**config.mk**
```make
export PLATFORM = sky130hd
export DESIGN_NAME = edge_event_arbiter
export DESIGN_NICKNAME = d
export VERILOG_FILES = /design/src/rtl/edge_event_arbiter.sv
export SDC_FILE = /design/constraint.sdc
export NUM_CORES = 1
export LEC_CHECK = 0
export ABC_CLOCK_PERIOD_IN_PS = 2190
export CAP_MARGIN = 0
export CELL_PAD_IN_SITES_DETAIL_PLACEMENT = 1
export CELL_PAD_IN_SITES_GLOBAL_PLACEMENT = 2
export CORE_MARGIN = 4
export CORE_UTILIZATION = 30
export CTS_CLUSTER_SIZE = 8
export DETAILED_ROUTE_END_ITERATION = 16
export PLACE_DENSITY = 0.79
export SLEW_MARGIN = 20
export SYNTH_ARGS = -nofsm -noshare
export SYNTH_HDL_FRONTEND = slang
export SYNTH_SLANG_ARGS = --single-unit
```
**constraint.sdc**
```tcl
create_clock -name clk -period 2.19 [get_ports clk]
set_input_delay 0.219 -clock clk [delete_from_list [all_inputs] [get_ports clk]]
set_output_delay 0.219 -clock clk [all_outputs]
set_load 0.02 [all_outputs]
```
**src/rtl/edge_event_arbiter.sv**
```systemverilog
// Multi-channel edge-event controller: per-channel level-to-pulse detectors feed
// pending bits that are scheduled round-robin onto one valid/ready event port.
// Optional falling-edge events are enabled by defining EDGE_EVT_FALL_EN.
module edge_event_arbiter #(
    parameter int N_CH = 4,
    parameter int ID_W = 2
) (
    input  logic            clk,
    input  logic            reset,
    input  logic [N_CH-1:0] level,
    input  logic [N_CH-1:0] ch_en,
    output logic            evt_valid,
    input  logic            evt_ready,
    output logic [ID_W-1:0] evt_id,
`ifdef EDGE_EVT_FALL_EN
    output logic            evt_fall,
`endif
    output logic [N_CH-1:0] pending,
    output logic [N_CH-1:0] ovf,
    input  logic [N_CH-1:0] ovf_clr
);

    typedef enum logic [1:0] {
        ST_ZERO   = 2'd0,
        ST_SPIKE  = 2'd1,
        ST_ONE    = 2'd2,
        ST_FSPIKE = 2'd3
    } det_state_e;

    localparam logic [ID_W-1:0] LAST_CH = ID_W'(N_CH - 1);

    det_state_e      state_r      [N_CH];
    det_state_e      state_next_s [N_CH];
    logic [N_CH-1:0] rise_det_s;
    logic [N_CH-1:0] set_rise_s;
    logic [N_CH-1:0] take_s;
    logic [N_CH-1:0] take_rise_s;
    logic [N_CH-1:0] held_s;
    logic [N_CH-1:0] cand_s;
    logic [N_CH-1:0] pend_any_s;
    logic [N_CH-1:0] pend_rise_r;
    logic [N_CH-1:0] pend_rise_next_s;
    logic [N_CH-1:0] ovf_r;
    logic [N_CH-1:0] ovf_next_s;
    logic            evt_valid_r;
    logic [ID_W-1:0] evt_id_r;
    logic [ID_W-1:0] rr_ptr_r;
    logic [ID_W-1:0] winner_s;
    logic            found_s;
    logic            accept_s;
    logic            load_s;
`ifdef EDGE_EVT_FALL_EN
    logic [N_CH-1:0] fall_det_s;
    logic [N_CH-1:0] set_fall_s;
    logic [N_CH-1:0] take_fall_s;
    logic [N_CH-1:0] pend_fall_r;
    logic [N_CH-1:0] pend_fall_next_s;
    logic            evt_fall_r;
`endif

    // Channel index reached k steps after ptr, wrapping modulo N_CH.
    function automatic logic [ID_W-1:0] rr_index(input logic [ID_W-1:0] ptr, input int k);
        int s;
        s = int'(ptr) + k;
        if (s >= N_CH) begin
            s = s - N_CH;
        end else begin
            s = s;
        end
        return ID_W'(s);
    endfunction

    // Detector state register.
    always_ff @(posedge clk) begin
        for (int i = 0; i < N_CH; i++) begin
            if (reset) begin
                state_r[i] <= ST_ZERO;
            end else begin
                state_r[i] <= state_next_s[i];
            end
        end
    end

    // Detector next-state; a disabled channel is parked in ZERO.
    always_comb begin
        for (int i = 0; i < N_CH; i++) begin
            state_next_s[i] = ST_ZERO;
            if (!ch_en[i]) begin
                state_next_s[i] = ST_ZERO;
            end else begin
                case (state_r[i])
                    ST_ZERO:   state_next_s[i] = level[i] ? ST_SPIKE : ST_ZERO;
                    ST_SPIKE:  state_next_s[i] = level[i] ? ST_ONE : ST_ZERO;
`ifdef EDGE_EVT_FALL_EN
                    ST_ONE:    state_next_s[i] = level[i] ? ST_ONE : ST_FSPIKE;
                    ST_FSPIKE: state_next_s[i] = level[i] ? ST_SPIKE : ST_ZERO;
`else
                    ST_ONE:    state_next_s[i] = level[i] ? ST_ONE : ST_ZERO;
`endif
                    default:   state_next_s[i] = ST_ZERO;
                endcase
            end
        end
    end

    // Detector outputs, decoded from state only.
    always_comb begin
        for (int i = 0; i < N_CH; i++) begin
            rise_det_s[i] = (state_r[i] == ST_SPIKE);
`ifdef EDGE_EVT_FALL_EN
            fall_det_s[i] = (state_r[i] == ST_FSPIKE);
`endif
        end
    end

    // Handshake decode and the channel currently occupying the output slot.
    always_comb begin
        accept_s = evt_valid_r & evt_ready;
        for (int i = 0; i < N_CH; i++) begin
            held_s[i] = evt_valid_r && (evt_id_r == ID_W'(i));
        end
        take_s      = held_s & {N_CH{accept_s}};
        set_rise_s  = rise_det_s & ch_en;
`ifdef EDGE_EVT_FALL_EN
        take_rise_s = take_s & {N_CH{~evt_fall_r}};
        take_fall_s = take_s & {N_CH{evt_fall_r}};
        set_fall_s  = fall_det_s & ch_en;
        pend_any_s  = pend_rise_r | pend_fall_r;
`else
        take_rise_s = take_s;
        pend_any_s  = pend_rise_r;
`endif
        cand_s = pend_any_s & ch_en & ~held_s;
    end

    // A new edge coinciding with acceptance re-arms pending instead of overflowing.
    always_comb begin
        ovf_next_s       = ovf_r & ~ovf_clr;
        pend_rise_next_s = ch_en & (set_rise_s | (pend_rise_r & ~take_rise_s));
        ovf_next_s       = ovf_next_s | (set_rise_s & pend_rise_r & ~take_rise_s);
`ifdef EDGE_EVT_FALL_EN
        pend_fall_next_s = ch_en & (set_fall_s | (pend_fall_r & ~take_fall_s));
        ovf_next_s       = ovf_next_s | (set_fall_s & pend_fall_r & ~take_fall_s);
`endif
    end

    // Pending and sticky overflow registers.
    always_ff @(posedge clk) begin
        if (reset) begin
            pend_rise_r <= '0;
            ovf_r       <= '0;
`ifdef EDGE_EVT_FALL_EN
            pend_fall_r <= '0;
`endif
        end else begin
            pend_rise_r <= pend_rise_next_s;
            ovf_r       <= ovf_next_s;
`ifdef EDGE_EVT_FALL_EN
            pend_fall_r <= pend_fall_next_s;
`endif
        end
    end

    // Round-robin search from the pointer, first eligible channel wins.
    always_comb begin
        found_s  = 1'b0;
        winner_s = '0;
        for (int k = 0; k < N_CH; k++) begin
            if (!found_s && cand_s[rr_index(rr_ptr_r, k)]) begin
                found_s  = 1'b1;
                winner_s = rr_index(rr_ptr_r, k);
            end else begin
                found_s  = found_s;
                winner_s = winner_s;
            end
        end
        load_s = found_s & (~evt_valid_r | accept_s);
    end

    // One-entry output slot and round-robin pointer.
    always_ff @(posedge clk) begin
        if (reset) begin
            evt_valid_r <= 1'b0;
            evt_id_r    <= '0;
            rr_ptr_r    <= '0;
`ifdef EDGE_EVT_FALL_EN
            evt_fall_r  <= 1'b0;
`endif
        end else if (load_s) begin
            evt_valid_r <= 1'b1;
            evt_id_r    <= winner_s;
            rr_ptr_r    <= (winner_s == LAST_CH) ? '0 : winner_s + ID_W'(1);
`ifdef EDGE_EVT_FALL_EN
            evt_fall_r  <= ~pend_rise_r[winner_s];
`endif
        end else if (accept_s) begin
            evt_valid_r <= 1'b0;
        end
    end

    assign evt_valid = evt_valid_r;
    assign evt_id    = evt_id_r;
    assign ovf       = ovf_r;
    assign pending   = pend_any_s;
`ifdef EDGE_EVT_FALL_EN
    assign evt_fall  = evt_fall_r;
`endif

endmodule
```
==> results.md <==
* CTS Root Cell: clkbuf_8
* Area leader, netlist: dfxtp_1
* Worst setup SP type: register
* Post-layout nets at 174
* Die boundary width at 69.5 µm
* Hold_ws at 0.481 ns
* # rows at 22
* Clock Sinks at 21
* Cell leakage power at 0.000612 µW
* Port Buffers at 25
* Largest net degree at the start of global routing at 13
* WP data arrival at 2.08 ns
* Synth async-reset ratio at 0
* CP Capture Point: rr_ptr_r[1]$_SDFFE_PP0P_
* Global-route wire length before repair at 4760 µm
* Post-route ant nets at 0
* Antenna diodes at 0
* Post-synth top flop: dfxtp_1
* Top-count cell post-synth: dfxtp_1
* TritonCTS clock tree: done
* Vias at 964
* Psw at 176 µW
* Setup TNS at 0 ns
* IO Pins at 26
* DRT Wirelength at 2730 µm
* Total track usage at 0.119
* Reg2Reg Depth at 5
* Area share of the largest cell type after synthesis at 0.370
* Placed cell areas at 1450 µm²
* Die Area at 4840 µm²
* Syn Inst Count at 117
* Int Power at 564 µW
* Clk slew on worst S/H paths at 0.08 ns
* Post-CTS setup buffers at 0
* Critical Path Max Stage Delay at 0.50 ns
* Share of cells above drive strength 1 at 0.0685
* Endpoints failing hold at 0
* Peak supply drop at 328 µV
* Critical path class: reg2reg
* Sequential element share of the synthesized area at 0.370
* WP data required at 2.32 ns
* Synth top area cells: dfxtp_1 (37%), ha_1 (13%), inv_1 (4.0%)
* Final min period at 1.95 ns
* EDFF count, synth at 0
* Initial drt markers at 29
* Worst path depth at 5
* Final period util at 0.890
* Worst Setup End Kind: register
* Dpl hpwl at 2230 µm
* Syn Nets at 144
* Worst slew pin tran at 0.501 ns
* Max Cap Violations at 0
* H-tree depth at 1
* DRC errors left at 0
* Worst Skew at 0.00227 ns
* Hold Path Class: reg2reg
* Fmax at 0.513 GHz
* Sequential share of power at 0.541
* FF-to-FF End: rr_ptr_r[1]$_SDFFE_PP0P_
* Slowest CP cell: dfxtp_1
* PD cells at 494 nW/µm²
* Logic pwr share at 0.114
* Critical path launch point: evt_id[0]$_SDFFE_PP0P_
* Post-synth top cells: dfxtp_1 (21), ha_1 (12), inv_1 (12)
* Mapped Area at 1140 µm²
* Top delay family on crit path: simple AND/OR/NAND/NOR gates
* Chip height at 69.5 µm
* Unrepaired setup endpoints after global routing: no
* Non-filler cells, final at 194
* Yosys cell types at 34
* Design Area, Final at 1500 µm²
* Pins Over Slew Limit at 0
* Crit Reg-Reg Startpoint: evt_id[0]$_SDFFE_PP0P_
* Clock latency on the worst-skew pair at 0.26 ns
* Crit Path Max Fanout at 9
* Layout area overhead at 31.7%
* Number of synthesized register bits at 21
* Ys Warns at 0
* Post-CTS sizing at 0
* Vias in the first global route at 1058
* WL/cell at 14.1 µm
* Outcome: finished, final reports clean
* Clock Path Buffers at 2
* Starting density of the core at 0.310
* Final setup margin at 0.240 ns
* DR pass1 iterations at 4
* Cts hold-fix bufs at 0
* Bufs and invs on worst path at 0
* Cts bufs inserted at 3
* Global-route congestion overflow total at 0
* Placed insts at 190
* Net Sw Frac at 0.237
* Initial antenna violation count at 0
* Clock power share at 0.346
* Core box area at 3660 µm²
* Worst path cell trace: and3b_1 -> nor2_1 -> o31a_1 -> nor4b_1 -> a2111oi_2
* Slew headroom at 0.664
* Avg Vias per Cell at 4.97
* Placer congestion estimate at 0.886
* Pre-CTS WS at 0.113 ns
* Syn Area/Cell at 9.71 µm²
* Register-to-register setup slack at 0.24 ns
* Final setup vio count at 0
flip-flops by register name (all words and copies together) (netlist names):
name       count
evt_id         2
ovf            4
state_r        8
evt_valid      1
pending        4
rr_ptr_r       2
stage by stage:
step / util / total power, µW
2_1_floorplan: - / 446
3_3_place_gp: 0.396 / 489
3_5_place_dp: 0.396 / 494
4_1_cts: 0.409 / 750
5_1_grt: 0.409 / 789
6_report: 0.409 / 740
worst min path at each step:
stage                                  from                 to  slack, ns  depth (start not counted)
after floorplan                    ch_en[1]  ovf[1]$_SDFF_PP0_       0.37                          2
after global placement    ovf[1]$_SDFF_PP0_  ovf[1]$_SDFF_PP0_       0.46                          2
after detailed placement  ovf[2]$_SDFF_PP0_  ovf[2]$_SDFF_PP0_       0.47                          1
after CTS                 ovf[2]$_SDFF_PP0_  ovf[2]$_SDFF_PP0_       0.49                          1
after global routing      ovf[2]$_SDFF_PP0_  ovf[2]$_SDFF_PP0_       0.50                          1
final                     ovf[2]$_SDFF_PP0_  ovf[2]$_SDFF_PP0_       0.48                          1
placed cells by master (no fill, tap or decap), types with 2 or more instances in the layout:
cell type and n:
clkdlybuf4s50_1 25, dfxtp_1 21, inv_1 12, ha_1 12, nand2_1 7, nor2_1 7, nor3_1 5, nor2b_1 4
and3_1 4, and4b_1 4, nand2b_1 3, o21a_1 3, a21oi_1 3, clkbuf_8 3, nand3_1 2, o31a_1 2
or2_1 2, and2_1 2, a2bb2oi_1 2, a2111oi_2 2, o211a_1 2, a21o_1 2, a22o_1 2, o32ai_1 2
layer usage:
metal / vias to the layer above / share of wire / track usage
met4: 0 / 0.017 / 0.0347
li1: 478 / - / -
met2: 22 / 0.50 / 0.202
met5: - / 0 / 0
met3: 6 / 0.034 / 0.0377
met1: 458 / 0.45 / 0.143
layout make-up:
cell class | instances | area, µm²
repair buffers | 26 | 258
flip-flops and latches | 21 | 420
clock buffers | 3 | 41.3
fillers | 420 | 2160
inverters | 12 | 45.0
multi-input cells | 83 | 667
clock inverters | 1 | 5.00
well taps | 48 | 60.1
power groups by stage:
| stage | clock (µW) | combinational [µW] | sequential [µW] |
|---|---|---|---|
| 2_1_floorplan | 0 | 36.9 | 410 |
| 3_3_place_gp | 0 | 81.4 | 408 |
| 3_5_place_dp | 0 | 84.9 | 409 |
| 4_1_cts | 265 | 85.2 | 400 |
| 5_1_grt | 295 | 92.6 | 402 |
| 6_report | 256 | 84.1 | 400 |
logic make-up after synthesis:
| kind of cell | Yosys count | share of synthesized area |
|---|---|---|
| AO/OA/AOI/OAI | 25 | 0.204 |
| adder cells (fa/ha/maj) | 12 | 0.132 |
| buffers and inverters | 13 | 0.0429 |
| AND/OR/NAND/NOR | 45 | 0.242 |
| multiplexers | 1 | 0.00881 |
| flip-flops | 21 | 0.370 |
No activity file was read; power rests on OpenSTA's default activity.
